**config.mk**
```make
export PLATFORM = sky130hd
export DESIGN_NAME = mem_arbiter4
export DESIGN_NICKNAME = d
export VERILOG_FILES = /design/src/rtl/mem_arbiter4.sv
export SDC_FILE = /design/constraint.sdc
export NUM_CORES = 1
export LEC_CHECK = 0
export ABC_AREA = 1
export CORE_MARGIN = 3
export CORE_UTILIZATION = 40
export DETAILED_ROUTE_END_ITERATION = 7
export PLACE_DENSITY = 0.58
export SLEW_MARGIN = 20
export SYNTH_ARGS = -nofsm -noshare
export SYNTH_HDL_FRONTEND = slang
export SYNTH_SLANG_ARGS = --single-unit
```
**constraint.sdc**
```tcl
create_clock -name clk -period 3.85 [get_ports clk]
set_clock_uncertainty 0.2 [all_clocks]
set_input_delay 0.5775 -clock clk [delete_from_list [all_inputs] [get_ports clk]]
set_output_delay 0.5775 -clock clk [all_outputs]
set_load 0.02 [all_outputs]
```
**src/rtl/mem_arbiter4.sv**
```systemverilog
// rtl/mem_arbiter4.sv - four-requester round-robin arbiter for a shared memory port
module mem_arbiter4 #(
   parameter int HOLD_MAX = 8
) (
   input  logic       clk,
   input  logic       rst,
   input  logic [3:0] req,
   input  logic       done,
   output logic [3:0] gnt,
   output logic [1:0] sel,
   output logic       busy,
   output logic       timeout
);

   typedef enum logic {
      IDLE  = 1'b0,
      GRANT = 1'b1
   } state_t;

   localparam logic [7:0] HOLD_LIMIT = 8'(HOLD_MAX - 1);

   state_t     state_q, state_d;
   logic [3:0] gnt_q, gnt_d;
   logic [1:0] sel_q, sel_d;
   logic [1:0] last_q, last_d;
   logic [7:0] hold_q, hold_d;
   logic       timeout_q, timeout_d;

   // Round-robin search: last+1, last+2, last+3, last. Result {found, index}.
   function automatic logic [2:0] pick(input logic [3:0] mask, input logic [1:0] last);
      logic [2:0] r;
      logic [1:0] idx;
      r = 3'b000;
      for (int k = 4; k >= 1; k--) begin
         idx = last + 2'(k);
         if (mask[idx]) begin
            r = {1'b1, idx};
         end
      end
      return r;
   endfunction

   logic [2:0] win;
   logic [3:0] elig;
   logic       at_limit;
   logic       aborted;
   logic       release_now;

   // Next-state logic: grant selection, release detection and hand-off
   always_comb begin
      state_d     = state_q;
      gnt_d       = gnt_q;
      sel_d       = sel_q;
      last_d      = last_q;
      hold_d      = hold_q;
      timeout_d   = 1'b0;
      elig        = req;
      win         = 3'b000;
      at_limit    = (hold_q == HOLD_LIMIT);
      aborted     = ~req[sel_q];
      release_now = 1'b0;

      case (state_q)
         IDLE: begin
            win = pick(req, last_q);
            if (win[2]) begin
               state_d = GRANT;
               gnt_d   = 4'b0001 << win[1:0];
               sel_d   = win[1:0];
               last_d  = win[1:0];
               hold_d  = 8'd0;
            end
         end
         GRANT: begin
            release_now = done | aborted | at_limit;
            if (release_now) begin
               // On done the holder stays eligible; it sits last in the search
               // order, so it only wins again when nobody else is asking.
               if (!done) begin
                  elig = req & ~(4'b0001 << sel_q);
               end
               timeout_d = ~done & ~aborted & at_limit;
               win       = pick(elig, last_q);
               if (win[2]) begin
                  gnt_d  = 4'b0001 << win[1:0];
                  sel_d  = win[1:0];
                  last_d = win[1:0];
                  hold_d = 8'd0;
               end else begin
                  state_d = IDLE;
                  gnt_d   = 4'b0000;
                  hold_d  = 8'd0;
               end
            end else if (hold_q != 8'hFF) begin
               hold_d = hold_q + 8'd1;
            end
         end
         default: begin
            state_d = IDLE;
            gnt_d   = 4'b0000;
         end
      endcase
   end

   // State register with synchronous active-low reset
   always_ff @(posedge clk) begin
      if (!rst) begin
         state_q   <= IDLE;
         gnt_q     <= 4'b0000;
         sel_q     <= 2'b00;
         last_q    <= 2'b11;
         hold_q    <= 8'd0;
         timeout_q <= 1'b0;
      end else begin
         state_q   <= state_d;
         gnt_q     <= gnt_d;
         sel_q     <= sel_d;
         last_q    <= last_d;
         hold_q    <= hold_d;
         timeout_q <= timeout_d;
      end
   end

   assign gnt     = gnt_q;
   assign sel     = sel_q;
   assign busy    = (state_q == GRANT);
   assign timeout = timeout_q;

endmodule
```
==> flow_summary.toml, run 1 <==
[synthesis]
avgSynthCellArea_sq_um = 6.25
synth_cell_types = 34
synth_edf_count = 0
synth-seq-cells = 18
ys_top_cells_by_count = "nand2_1, nand3_1, inv_1"
syn_area_sq_um = 1360
yosysTopAreaCell = "dfxtp_1"
synthCells = 218
seq_area_frac_synth = 0.264
yosysMostFrequentCell = "nand2_1"
netlist.area_leader.share = 0.264
ys_async_sr_fraction = 0
yosys_warnings = 0
synth.area.top_cells = "dfxtp_1, nand2_1, nand3_1"
syn-num-nets = 226
ys.flop_type = "dfxtp_1"

[global_routing]
gr-total-overflow = 0
grt_max_degree = 22
antenna_found_initial = 0
grt_pass1_wl_mm = 5.77
first_global_vias = 1339
grt.total_usage = 0.175

[setup_path]
slowest_stage = "dfxtp_1"
end_kind = "flip-flop"
critPathMaxStageDelay_ns = 0.82
worstPathArrival_ns = 2.50
path_class = "reg2reg"
required_ns = 3.83
startpoint_type = "flip-flop"
crit_fanout = 21
path_cells = "o21ai_0 -> or2_4 -> nor2_4 -> nand4_4 -> nand2_8 -> inv_6 -> nand2_4 -> inv_2 -> nand3_2 -> o211ai_1"

[power_and_ir_drop]
pwr_density_cell_nw_per_um2 = 729
power_mw = 1.14
vdd_ir_drop_max_v = 0.000368
power_leakage_nw = 0.743

[floorplanning]
fp-row-count = 20
core-area_sq_um = 3150
dieWidth_um = 64.4
io_pins = 15
dieArea_sq_um = 4140
start_util = 0.432
die_h_um = 64.4

[sta]
rsz0062_at_grt = "false"
setup_ws_ns = 1.34
period_share = 0.653
drv_slew = 0
worst_hold_slack_ns = 0.299
slew_headroom = 0.500
fmax_mhz = 398
setup-tns-final_ns = 0
setup_viol = 0
hold_viol = 0
worst_pin_slew_ns = 0.748
period_minus_slack_ns = 2.51

[routing]
vias = 1408
ant_nets = 0
drc_errors = 0
finalWirelength_mm = 3.27
vias_per_cell = 5.12
wl_per_cell_um = 11.9
drt_iter0_drc = 65
drtPass1Iterations = 4

[placement]
placed_cells = 271
placed_area_sq_um = 1520
portBuffers = 14
place_ws_ns = 1.14
place_congestion = 0.913
dp.final_hpwl_mm = 2.60

[cells_and_area]
fin_area_sq_um = 1560
ff_latch_area_sq_um = 360
fin_cells = 275
syn2layout_area_growth_pct = 14.3
antenna_cells = 0
fill_cells = 346
multi_input_area_sq_um = 856
final_util = 0.494
drive_above_1_share = 0.104
nets = 240

[run]
maxCapViolations = 0

[clock_tree]
post_cts_resized = 0
cts_sinks = 18
clk_latency_ns = 0.30
ctsHoldBuffers = 0
tritoncts = "built"
cts_setup_buffers = 0
clock_path_buffers = 2
ctsRootBufferMaster = "clkbuf_4"
h-tree-depth = 1
cts_buffers = 3
path_clk_slew_ns = 0.11

[worst_hold_path]
hold_class = "reg2reg"

[outcome]
status = "complete, no violations"
cell usage in the layout, fill, tap and decap left out:
cell             instances
nor2_2                   1
clkbuf_4                 3
inv_1                   24
a21oi_2                  1
or2_4                    1
nand2_1                 68
o21ai_0                  9
nor3_1                   1
nand3_1                 26
o211ai_1                 1
ha_1                     1
nand2_8                  1
a21oi_1                 13
o21ai_2                  1
inv_6                    1
nand2_2                  2
xnor2_2                  1
o211a_1                  1
nand3_2                  2
nor2_4                   1
clkbuf_8                 1
nor4_1                   1
xor2_2                   1
nand4_1                  4
nor2_1                  21
inv_2                    3
clkdlybuf4s50_1         14
nand3b_1                 1
dfxtp_1                 18
nand4_4                  1
nand2_4                  3
o21ai_1                  3
xor2_1                   1
layer usage:
layer | GRT usage | up-vias | wire (um)
met2 | 0.287 | 29 | 1520
met3 | 0.0387 | 10 | 153
met4 | 0.0712 | 0 | 84
met1 | 0.220 | 641 | 1510
met5 | 0 | - | 0
li1 | - | 728 | -
path summary, 6_finish.rpt:
| check | slack, ns | to | depth (start not counted) | start |
|---|---|---|---|---|
| setup / recovery | 1.34 | last_q[1] | 10 | last_q[0] |
| hold / removal | 0.30 | hold_q[0] | 2 | hold_q[0] |
| setup reg to reg | 1.34 | last_q[1] | 10 | last_q[0] |
| hold reg to reg | 0.30 | hold_q[0] | 2 | hold_q[0] |
where the power goes:
part	switching, mW	leakage [nW]	internal (mW)
Combinational	0.463	0.575	0.257
Clock	0.0647	0.0210	0.0578
Sequential	0.0712	0.147	0.222
state kept, by name (all words and copies together) (netlist names):
name     cells
busy         1
gnt          4
hold_q       8
last_q       2
sel          2
timeout      1
worst max-delay path: cells and delay by family (launching register included):
| family | cells | cell delay (ns) |
|---|---|---|
| buffers and inverters | 2 | 0.10 |
| and+or+nand+nor | 6 | 0.85 |
| DFF | 1 | 0.82 |
| AOI/OAI and AO/OA | 2 | 0.40 |
area by class of cell:
class | instances | area share
inverters | 28 | 0.0707
repair buffers | 14 | 0.0900
multi-input cells | 167 | 0.549
well taps | 44 | 0.0353
flip-flops and latches | 18 | 0.231
clock buffers | 4 | 0.0233
kinds of logic after synthesis:
family,share of synthesized area
adder cells (fa/ha/maj),0.00918
AND/OR/NAND/NOR,0.471
XOR/XNOR,0.0303
flip-flops,0.264
buffers and inverters,0.107
AO/OA/AOI/OAI,0.118
Power figures use the tool's default switching activity.
==> run 2: changes to the inputs <==
Clock period 3.85 ns to 2.6 ns, I/O delays scaled along.
==> run 2 against run 1 <==
  * Setup slack lost 0.97 ns
  * Register-to-register slack got worse by 0.97 ns
  * Global-route usage decreased by 0.52 points
  * Clock-buffer cell count did not move
==> flow_summary.toml, run 2 (synthesized netlist as in run 1, its figures left out) <==
[power_and_ir_drop]
p_int_mw = 0.817
power_leakage_nw = 0.757
seqPwrFrac = 0.237
vdd_ir_drop_max_v = 0.000575
p_switching_mw = 0.886
pwr_density_cell_nw_per_um2 = 1080
switching_share = 0.520
clockPowerShare = 0.108
pwr-share-comb = 0.655

[cells_and_area]
mostFrequentLayoutCell = "nand2_1"
ff_latch_area_sq_um = 360
fin_cells = 278
largest_reg_flops = 8
multi_input_area_sq_um = 856
syn2layout_area_growth_pct = 16.0
antenna_cells = 0
nets = 243
layout_common_cells = "nand2_1, nand3_1, inv_1"
fill_cells = 351
top_register = "hold_q"
fin_area_sq_um = 1580
drive_above_1_share = 0.115

[outcome]
status = "complete, no violations"

[placement]
placed_area_sq_um = 1540
place_congestion = 0.899
portBuffers = 14
dp.final_hpwl_mm = 2.57
place_ws_ns = 0.101
placed_cells = 274

[global_routing]
gr-usage-met1 = 0.215
globalRouteMet3Util = 0.0404
grt_max_degree = 13
gr-total-overflow = 0
grt_pass1_wl_mm = 5.58
first_global_vias = 1278
gr-max-usage-layer = "met2"
use_met2 = 0.290
antenna_found_initial = 0
grt.total_usage = 0.170

[setup_path]
end_kind = "flip-flop"
rr_endpoint = "hold_q[4]"
path_class = "reg2reg"
r2r_setup_slack_ns = 0.37
crit_fanout = 12
required_ns = 2.62
rr_worst_depth = 11
worstPathArrival_ns = 2.25
startpoint_type = "flip-flop"
regToRegStartpoint = "last_q[0]"

[worst_hold_path]
hold_class = "reg2reg"
hp-start = "hold_q[0]"
holdPathEnd = "hold_q[0]"
worstHoldPathCells = 2

[clock_tree]
tritoncts = "built"
ctsRootBufferMaster = "clkbuf_4"
cts_buffers = 3
path_clk_slew_ns = 0.12
clock_path_buffers = 2
ctsHoldBuffers = 0
h-tree-depth = 1
cts_setup_buffers = 0
post_cts_resized = 0
cts_sinks = 18
clk_latency_ns = 0.31

[routing]
drt_iter0_drc = 71
finalWirelength_mm = 3.19
drtPass1Iterations = 4
vias_per_cell = 4.99
drc_errors = 0
ant_nets = 0
vias = 1387
wl_per_cell_um = 11.5

[sta]
slew_headroom = 0.715
setup_ws_ns = 0.367
period_share = 0.859
drv_slew = 0
fmax_mhz = 448
worst_hold_slack_ns = 0.304
hold_viol = 0
worst_pin_slew_ns = 0.426
setup_viol = 0
period_minus_slack_ns = 2.23
setup-tns-final_ns = 0
rsz0062_at_grt = "false"

[run]
maxCapViolations = 0

[floorplanning]
core-area_sq_um = 3150
io_pins = 15
start_util = 0.432
dieWidth_um = 64.4
dieArea_sq_um = 4140
die_h_um = 64.4
fp-row-count = 20
-- run 2: layout make-up --
type,count,share of cell area
Multi-Input combinational cell,167,0.542
Sequential cell,18,0.228
Timing Repair Buffer,17,0.103
Inverter,28,0.0697
Tap cell,44,0.0348
Clock buffer,4,0.0230
-- run 2: critical path, cell delays in order, from the launching register on --
cell and delay, ns:
dfxtp_1 0.60, buf_4 0.24, xor2_2 0.21, nand2_1 0.10
nand2_1 0.09, inv_2 0.06, nand4_4 0.14, nand2_8 0.10
nand2_4 0.12, nand3_1 0.11, o21ai_1 0.14, nor2_1 0.05
-- run 2: power groups by stage --
stage / Combinational [mW] / Sequential [mW] / Clock (mW)
after global placement: 1.12 / 0.408 / 0
after global routing: 1.26 / 0.414 / 0.204
final: 1.12 / 0.403 / 0.185
after detailed placement: 1.11 / 0.408 / 0
after floorplan: 0.874 / 0.405 / 0
after CTS: 1.11 / 0.402 / 0.195
-- run 2: how the worst max path moves through the flow --
stage / from / endpoint / slack, ns / depth (start not counted)
final: last_q[0] / hold_q[4] / 0.37 / 11
after global routing: last_q[0] / sel[0] / 0.18 / 13
after CTS: last_q[0] / hold_q[4] / 0.39 / 11
after detailed placement: req[3] / hold_q[4] / 0.10 / 12
after global placement: req[3] / hold_q[4] / 0.11 / 12
after floorplan: sel[0] / hold_q[6] / 0.76 / 10
-- run 2: metrics by stage --
stage | util | total power [mW]
after floorplan | - | 1.28
after global placement | 0.490 | 1.52
after detailed placement | 0.490 | 1.51
after CTS | 0.501 | 1.71
after global routing | 0.501 | 1.88
final | 0.501 | 1.70
-- run 2: metal layers --
layer  part of all wire  routed length [um]
met1               0.48                1520
met2               0.48                1540
met3              0.030                  97
met4             0.0078                  25
met5                  0                   0
